**src/rtl/jk_pkg.sv**
```systemverilog
// Shared definitions for the JK command sequencer:
// op encodings, FSM states and the JK next-state helper.
package jk_pkg;

    typedef enum logic [1:0] {
        OP_HOLD = 2'b00,
        OP_RST  = 2'b01,
        OP_SET  = 2'b10,
        OP_TGL  = 2'b11
    } op_e;

    typedef enum logic [1:0] {
        IDLE  = 2'b00,
        DRIVE = 2'b01,
        CHECK = 2'b10
    } state_e;

    localparam int OP_W = 2;

    function automatic logic apply_op(input logic q, input op_e op);
        logic r;
        r = q;
        unique case (op)
            OP_HOLD: r = q;
            OP_RST:  r = 1'b0;
            OP_SET:  r = 1'b1;
            OP_TGL:  r = ~q;
        endcase
        return r;
    endfunction

endpackage

```
**src/rtl/sync_fifo.sv**
```systemverilog
// Single-clock FIFO with occupancy counter.
// Head entry is visible combinationally on rdata.
module sync_fifo #(
    parameter int WIDTH = 6,
    parameter int DEPTH = 4
) (
    input  logic             clk,
    input  logic             rst,
    input  logic             push,
    input  logic [WIDTH-1:0] wdata,
    input  logic             pop,
    output logic [WIDTH-1:0] rdata,
    output logic             full,
    output logic             empty
);

    localparam int AW = (DEPTH > 1) ? $clog2(DEPTH) : 1;

    logic [WIDTH-1:0] mem [DEPTH];
    logic [AW-1:0]    wptr;
    logic [AW-1:0]    rptr;
    logic [AW:0]      count;
    logic             do_push;
    logic             do_pop;

    assign full    = (count == (AW+1)'(DEPTH));
    assign empty   = (count == '0);
    assign do_push = push && !full;
    assign do_pop  = pop && !empty;
    assign rdata   = mem[rptr];

    // Pointer and occupancy bookkeeping; pointers wrap since DEPTH is 2^n.
    always_ff @(posedge clk) begin
        if (rst) begin
            wptr  <= '0;
            rptr  <= '0;
            count <= '0;
        end else begin
            if (do_push) wptr <= wptr + AW'(1);
            if (do_pop)  rptr <= rptr + AW'(1);
            unique case ({do_push, do_pop})
                2'b10:   count <= count + (AW+1)'(1);
                2'b01:   count <= count - (AW+1)'(1);
                default: count <= count;
            endcase
        end
    end

    // Storage array; contents need no reset since pointers gate reads.
    always_ff @(posedge clk) begin
        if (do_push) mem[wptr] <= wdata;
    end

endmodule

```
**src/rtl/jk_cmd_sequencer.sv**
```systemverilog
// Queues {op, cnt} commands and drives J/K to a downstream flop,
// tracking the expected Q and flagging mismatches at command end.
module jk_cmd_sequencer
    import jk_pkg::*;
#(
    parameter int DEPTH = 4,
    parameter int CNT_W = 4
) (
    input  logic             clk,
    input  logic             rst,
    input  logic             cmd_valid,
    output logic             cmd_ready,
    input  logic [1:0]       cmd_op,
    input  logic [CNT_W-1:0] cmd_cnt,
    input  logic             q_in,
    output logic             J,
    output logic             K,
    output logic             busy,
    output logic             done,
    output logic             err
);

    localparam int EW = OP_W + CNT_W;

    logic [EW-1:0]    wdata;
    logic [EW-1:0]    rdata;
    logic             full;
    logic             empty;
    logic             pop;
    op_e              head_op;
    logic [CNT_W-1:0] head_cnt;

    state_e           state;
    op_e              op;
    logic [CNT_W-1:0] remaining;
    logic             q_exp;

    assign wdata     = {cmd_op, cmd_cnt};
    assign head_op   = op_e'(rdata[CNT_W +: OP_W]);
    assign head_cnt  = rdata[CNT_W-1:0];
    assign cmd_ready = !full;
    assign pop       = !empty && (state == IDLE || state == CHECK);
    assign busy      = (state != IDLE) || !empty;

    sync_fifo #(
        .WIDTH(EW),
        .DEPTH(DEPTH)
    ) u_fifo (
        .clk  (clk),
        .rst  (rst),
        .push (cmd_valid),
        .wdata(wdata),
        .pop  (pop),
        .rdata(rdata),
        .full (full),
        .empty(empty)
    );

    // Sequencer FSM with registered J/K/done and the expected-Q model.
    always_ff @(posedge clk) begin
        if (rst) begin
            state     <= IDLE;
            op        <= OP_HOLD;
            remaining <= '0;
            q_exp     <= 1'b0;
            J         <= 1'b0;
            K         <= 1'b0;
            done      <= 1'b0;
            err       <= 1'b0;
        end else begin
            done <= 1'b0;
            unique case (state)
                IDLE: begin
                    {J, K} <= 2'b00;
                    if (!empty) begin
                        op        <= head_op;
                        remaining <= head_cnt;
                        {J, K}    <= head_op;
                        state     <= DRIVE;
                    end
                end
                DRIVE: begin
                    q_exp <= apply_op(q_exp, op);
                    if (remaining == '0) begin
                        {J, K} <= 2'b00;
                        done   <= 1'b1;
                        state  <= CHECK;
                    end else begin
                        remaining <= remaining - CNT_W'(1);
                        {J, K}    <= op;
                    end
                end
                CHECK: begin
                    if (q_in != q_exp) err <= 1'b1;
                    if (!empty) begin
                        op        <= head_op;
                        remaining <= head_cnt;
                        {J, K}    <= head_op;
                        state     <= DRIVE;
                    end else begin
                        {J, K} <= 2'b00;
                        state  <= IDLE;
                    end
                end
                default: begin
                    {J, K} <= 2'b00;
                    state  <= IDLE;
                end
            endcase
        end
    end

endmodule

```
**config.mk**
```make
export PLATFORM = sky130hd
export DESIGN_NAME = jk_cmd_sequencer
export DESIGN_NICKNAME = d
export VERILOG_FILES = /design/src/rtl/jk_pkg.sv /design/src/rtl/sync_fifo.sv /design/src/rtl/jk_cmd_sequencer.sv
export SDC_FILE = /design/constraint.sdc
export NUM_CORES = 1
export LEC_CHECK = 0
export CORE_MARGIN = 10
export CORE_UTILIZATION = 35
export DETAILED_ROUTE_END_ITERATION = 8
export DONT_BUFFER_PORTS = 1
export GPL_ROUTABILITY_DRIVEN = 0
export HOLD_SLACK_MARGIN = 0.02
export PLACE_DENSITY = 0.6
export SYNTH_ARGS = -nofsm -noshare
export SYNTH_HDL_FRONTEND = slang
export SYNTH_SLANG_ARGS = --single-unit
```
**constraint.sdc**
```tcl
create_clock -name clk -period 2.4 [get_ports clk]
set_input_delay 0.48 -clock clk [delete_from_list [all_inputs] [get_ports clk]]
set_output_delay 0.48 -clock clk [all_outputs]
set_load 0.02 [all_outputs]
```
Word level (Yosys, flattened, before mapping)
Memory sizes are Yosys's and may differ from the RTL's. A register that Yosys moved wholly into a read port is not among the register bits.
Index checks and enable logic that the tools add are counted.
{"block": "totals", "regBits": 20, "mem_bits_rw": 24, "in_bits": 10, "word_cells": 75, "n_memories": 1}
{"name": "u_fifo.mem", "words": 4, "width": 6, "read_ports": 1, "rd_ports_with_merged_regs": 1, "write_ports": 1, "line_no": "sync_fifo.sv:19", "rtl": "logic [WIDTH-1:0] mem [DEPTH];"}
{"block": "classes", "addsub": 5, "eq_ne": 13, "muxes": 20, "n_bitwise": 4, "reduce_logical": 21}
{"operator": "== test 2 bit (second input constant)", "count": 4}
{"operator": "two-way mux 1 bit", "count": 8}
{"operator": "two-way mux 2 bit", "count": 4}
{"operator": "two-way mux 4 bit", "count": 2}
{"operator": "inequality test 2 bit (second input constant)", "count": 4}
{"operator": "case mux 4 bit (2 select lines)", "count": 1}
{"operator": "AND reduction 2 bit", "count": 4}
{"operator": "== test 2 x 1 -> 1 bit (second input constant)", "count": 3}
{"operator": "case mux 2 bit (3 select lines)", "count": 1}
{"operator": "case mux 3 bit (2 select lines)", "count": 1}
{"operator": "nonzero test 2 bit", "count": 3}
{"operator": "adder 2 x 1 -> 2 bit (second input constant)", "count": 2}
{"operator": "logical NOT 2 bit", "count": 2}
{"operator": "logical NOT 4 bit", "count": 1}
{"operator": "NOT 1 bit", "count": 4}
{"operator": "case mux 1 bit (2 select lines)", "count": 2}
{"operator": "OR reduction 2 bit", "count": 2}
{"operator": "subtractor 4 x 1 -> 4 bit (second input constant)", "count": 1}
{"operator": "adder 3 x 1 -> 3 bit (second input constant)", "count": 1}
{"operator": "== test 3 bit (second input constant)", "count": 1}
{"operator": "logical AND 1 bit", "count": 3}
{"operator": "logical NOT 3 bit", "count": 1}
{"operator": "case mux 1 bit (3 select lines)", "count": 1}
{"operator": "AND reduction 3 bit", "count": 1}
{"operator": "4 further kinds", "count": 6}

Depth between registers and ports, before layout
{"block": "depth", "depth_word": 6, "mapped_depth": 9, "mapped_depth_nobuf": 9}

Modules after synthesis
Synthesis repeated with hierarchy kept, for this count alone.
{"block": "hier_totals", "cells_unflattened": 153, "area_unflattened_um2": 1925.6}
{"mod": "sync_fifo", "instances": 1, "cells_per_inst": 85, "area_per_inst_um2": 1336.3, "seq_area_each_um2": 900.9}
{"mod": "jk_cmd_sequencer", "instances": 1, "cells_per_inst": 68, "area_per_inst_um2": 589.3, "seq_area_each_um2": 260.2}

Worst setup path before layout
No wires, ideal clock.
{"block": "synth_path", "kind": "register to register", "from": "reg u_fifo.count[0]", "to": "reg u_fifo.count[2]", "setup_time_ns": 0.070, "arrival_ns": 2.329, "path_slack_ns": 0.000, "stages_incl_launch_ff": 10, "path_buffers": 0, "cell_sequence": "dfxtp_1 or3b_1 and2_4 inv_1 ha_1 inv_1 fa_1 xor2_1 or3_1 a21oi_1"}
{"block": "synth_between", "elab_cells_between_ends": 13, "cone_classes": "add/sub (2); eq/ne (3); mux (1); reduce/logical (7)"}
{"element": "start: declaration", "line_no": "sync_fifo.sv:22", "rtl": "logic [AW:0] count;"}
{"element": "start signal: assignment", "line_no": "sync_fifo.sv:42", "rtl": "2'b10: count <= count + (AW+1)'(1);"}
{"element": "start signal: assignment", "line_no": "sync_fifo.sv:43", "rtl": "2'b01: count <= count - (AW+1)'(1);"}
{"element": "start signal: assignment", "line_no": "sync_fifo.sv:44", "rtl": "default: count <= count;"}
{"element": "== test 3 bit *", "line_no": "sync_fifo.sv:26", "rtl": "assign full = (count == (AW+1)'(DEPTH));"}
{"element": "logical NOT 1 bit *"}
{"element": "named net cmd_ready", "line_no": "jk_cmd_sequencer.sv:12", "rtl": "output logic cmd_ready,"}
{"element": "logical AND 1 bit *", "line_no": "sync_fifo.sv:28", "rtl": "assign do_push = push && !full;"}
{"element": "== test 2 x 1 -> 1 bit or == test 2 bit (tied branches)", "line_no": "sync_fifo.sv:41", "rtl": "unique case ({do_push, do_pop})"}
{"element": "case mux 3 bit (2 select lines) or nonzero test 2 bit (tied branches)"}
The timed path passes the listed nets; every way through them passes the cells marked *.
A chain may end at the register's enable or synchronous reset.

Worst setup path after layout
{"block": "layout_path", "from": "reg u_fifo.count[0]", "to": "reg u_fifo.count[2]"}
{"block": "layout_between", "elab_chain_len": 6, "elab_cells_between_ends": 13, "cone_classes": "add/sub (2); eq/ne (3); mux (1); reduce/logical (7)"}
{"element": "logical NOT 3 bit", "line_no": "sync_fifo.sv:27", "rtl": "assign empty = (count == '0);"}
{"element": "logical NOT 1 bit", "line_no": "sync_fifo.sv:29, jk_cmd_sequencer.sv:42"}
{"element": "logical AND 1 bit", "line_no": "jk_cmd_sequencer.sv:42", "rtl": "assign pop = !empty && (state == IDLE || state == CHECK);"}
{"element": "logical AND 1 bit", "line_no": "sync_fifo.sv:29", "rtl": "assign do_pop = pop && !empty;"}
{"element": "== test 2 x 1 -> 1 bit or == test 2 bit (tied branches)", "line_no": "sync_fifo.sv:41"}
{"element": "case mux 3 bit (2 select lines) or nonzero test 2 bit (tied branches)"}
Parallel ways exist; a longest one is shown, timed or not.

==> summary.txt <==
Place
  • Post-detail-place hpwl: 2420 um
  • Port Buf Inserts: 0

Timing
  • Slew HR: 65.4%
  • Slew Viols, Final: 0
  • Tmin final: 2290 ps
  • Setup TNS: 0 ps
  • Final hold violations: 0
  • Tcrit/Tclk final: 95.6%
  • Worst-margin pin slew: 519 ps
  • FMAX: 436 MHz
  • Final Setup Violations: 0
  • Final worst clock skew: 9.34 ps
  • RSZ-0062 raised after global routing: false

Job
  • Max Cap Violations: 0

Route
  • Initial DRC Count: 29
  • Drt drc: 0
  • Routed vias: 1,098
  • Routed Antenna Nets: 0
  • Wirelength per Cell: between 15 and 20 um
  • Routed wire length: 3390 um
  • Vias per cell: 4.88
  • First-pass iteration count of the detailed router: 4

Final layout
  • Layout Utilization: 40.6%
  • Commonest non-fill, non-tap cell in the layout: edfxtp_1
  • Register area: 1160 um2
  • Area of the multi-input gates: a little under 700 um2
  • Fillcell total: approximately 490
  • Fin nets: 171
  • Most frequent cells in the layout: 24 x edfxtp_1, 20 x dfxtp_1, 13 x nor2_1
  • N_diodes: 0
  • Synth-to-Final Area Change: 11.0%
  • Layout cells sized above 1: 14.2%

Clocking
  • CTS tree: done
  • Reg clk slew, reported paths: approximately 80 ps
  • Clock Tree Buf Depth: 2
  • Worst-Skew Late Latency: 290 ps
  • Total CTS buffers: 5
  • Clock H-tree levels: 2
  • CTS Hold Bufs: 0
  • CTS root buffer: clkbuf_8
  • CTS Sinks: 46

Floorplan
  • Core Region: 5170 um2
  • Initial Utilization: 36.6%
  • Die extent in y: 93.5 um
  • Die width: 93.5 um
  • Die footprint: around 8800 um2
  • Top Ports: 16
  • Row count: 26

Setup path
  • Crit-path max FO: 3
  • CP Capture Type: flop
  • Startpoint types: flop
  • Worst EP required: 2620 ps
  • Critical path arrival: 2520 ps
  • Critical path class: flop to flop

Min path
  • Hold crit path type: primary input to flop

Logic synthesis
  • Yosys reg bits: 46
  • EDFF count, synth: 24
  • Async set-reset flop share out of synthesis: 0%
  • Syn_area_per_cell: about 13 um2
  • Cells after synthesis: 146
  • Seq/Total Area, Yosys: 61.3%
  • Yosys warns: 0
  • Primary FF master, synth: edfxtp_1
  • Cell Area, Synth: 1890 um2
  • Yosys cell types: 36
  • Net count after synthesis: 163

Pwr
  • Leakage: 0.000748 uW
  • Worst vdd ir: about 0.52 mV
  • Power, Total: roughly 2500 uW
  • Cell Pwr Density: 1170 nW/um2

Global routing
  • GRT Util Overall: 8.07%
  • Grt total ovfl: 0
  • Initial antenna violation count: 0
  • First-pass GRT wire length: 5440 um
  • Vias in the first global route: 1,144
  • Largest net degree at the start of global routing: 22

Status
  • Outcome: completed
==> flip-flops by register name, summed over array words and instances, names as in the netlist, named ones only <==
| signal | cells |
|---|---|
| remaining | 4 |
| done | 1 |
| u_fifo.count | 3 |
| err | 1 |
| J | 1 |
| op | 2 |
| u_fifo.wptr | 2 |
| state | 2 |
| u_fifo.rptr | 2 |
| K | 1 |
| u_fifo.mem | 24 |
| q_exp | 1 |
==> stage by stage <==
step	area, um2	std cells	setup slack [ps]	hold slack (ps)
floorplan	1890	146	0.425	443
global placement	1980	215	142	458
detailed placement	1980	215	-34.6	467
CTS	2070	223	1.60	238
global route	2100	225	49.7	207
finish	2100	225	105	240
==> logic make-up after synthesis <==
family / after synthesis / share of synthesized area [%]
muxes: 6 / 7.93
and+or+nand+nor: 41 / 11.2
DFF: 46 / 61.3
AOI/OAI and AO/OA: 26 / 8.53
adders and majority gates: 7 / 5.02
buffers and inverters: 14 / 3.17
xor gates and xnor gates: 6 / 2.78
==> repair_timing <==
action,4_1_cts,5_1_grt
buffers inserted,0,2
endpoints found under the setup margin,1,1
gates resized for setup,3,5
pin swaps,0,3
==> area by class of cell <==
type / instances / area share (%)
flip-flops and latches: 46 / 55.4
multi-input cells: 86 / 33.1
well taps: 70 / 4.17
clock buffers: 5 / 3.27
repair buffers: 5 / 1.79
inverters: 10 / 1.79
clock inverters: 3 / 0.536
==> Yosys cell counts (3+ instances only) <==
master,instances,area share (%)
nand2b_1,3,0.99
nand2_1,9,1.8
xor2_1,3,1.4
mux4_1,4,5.6
inv_1,10,2.0
clkbuf_1,3,0.59
dfxtp_1,22,23
edfxtp_1,24,38
xnor2_1,3,1.4
ha_1,6,4.0
o21ai_0,5,1.3
and3_1,4,1.3
nor2_1,13,2.6
a21oi_1,10,2.6
==> routing by layer <==
metal  GRT usage (%)  up-vias  wire, um
li1                -      544         -
met5               0        -         0
met1            8.66      531      1400
met4            2.03        0         9
met2            13.4       21      1710
met3            4.64        2       272
==> worst max-delay path, stage by stage, from the launching register on <==
cell,delay [ps]
dfxtp_1,320
or3b_4,400
and2_4,180
inv_1,70
ha_2,170
inv_1,50
fa_2,360
xor2_2,170
or3_4,400
a21oi_2,120
==> power by group <==
group / switching, uW / total [uW] / internal (uW)
clock: 231 / 426 / 195
sequential: 141 / 1140 / 997
combinational: 498 / 894 / 396
==> final timing paths <==
check	endpoint	cells after the start	from	slack (ps)
worst max register to register	u_fifo.count[2]	9	u_fifo.count[0]	110
worst max-delay path	u_fifo.count[2]	9	u_fifo.count[0]	110
worst min register to register	J	2	op[1]	480
worst min-delay path	u_fifo.count[2]	1	rst	240
Note: power is estimated with default switching activity, not from simulation.
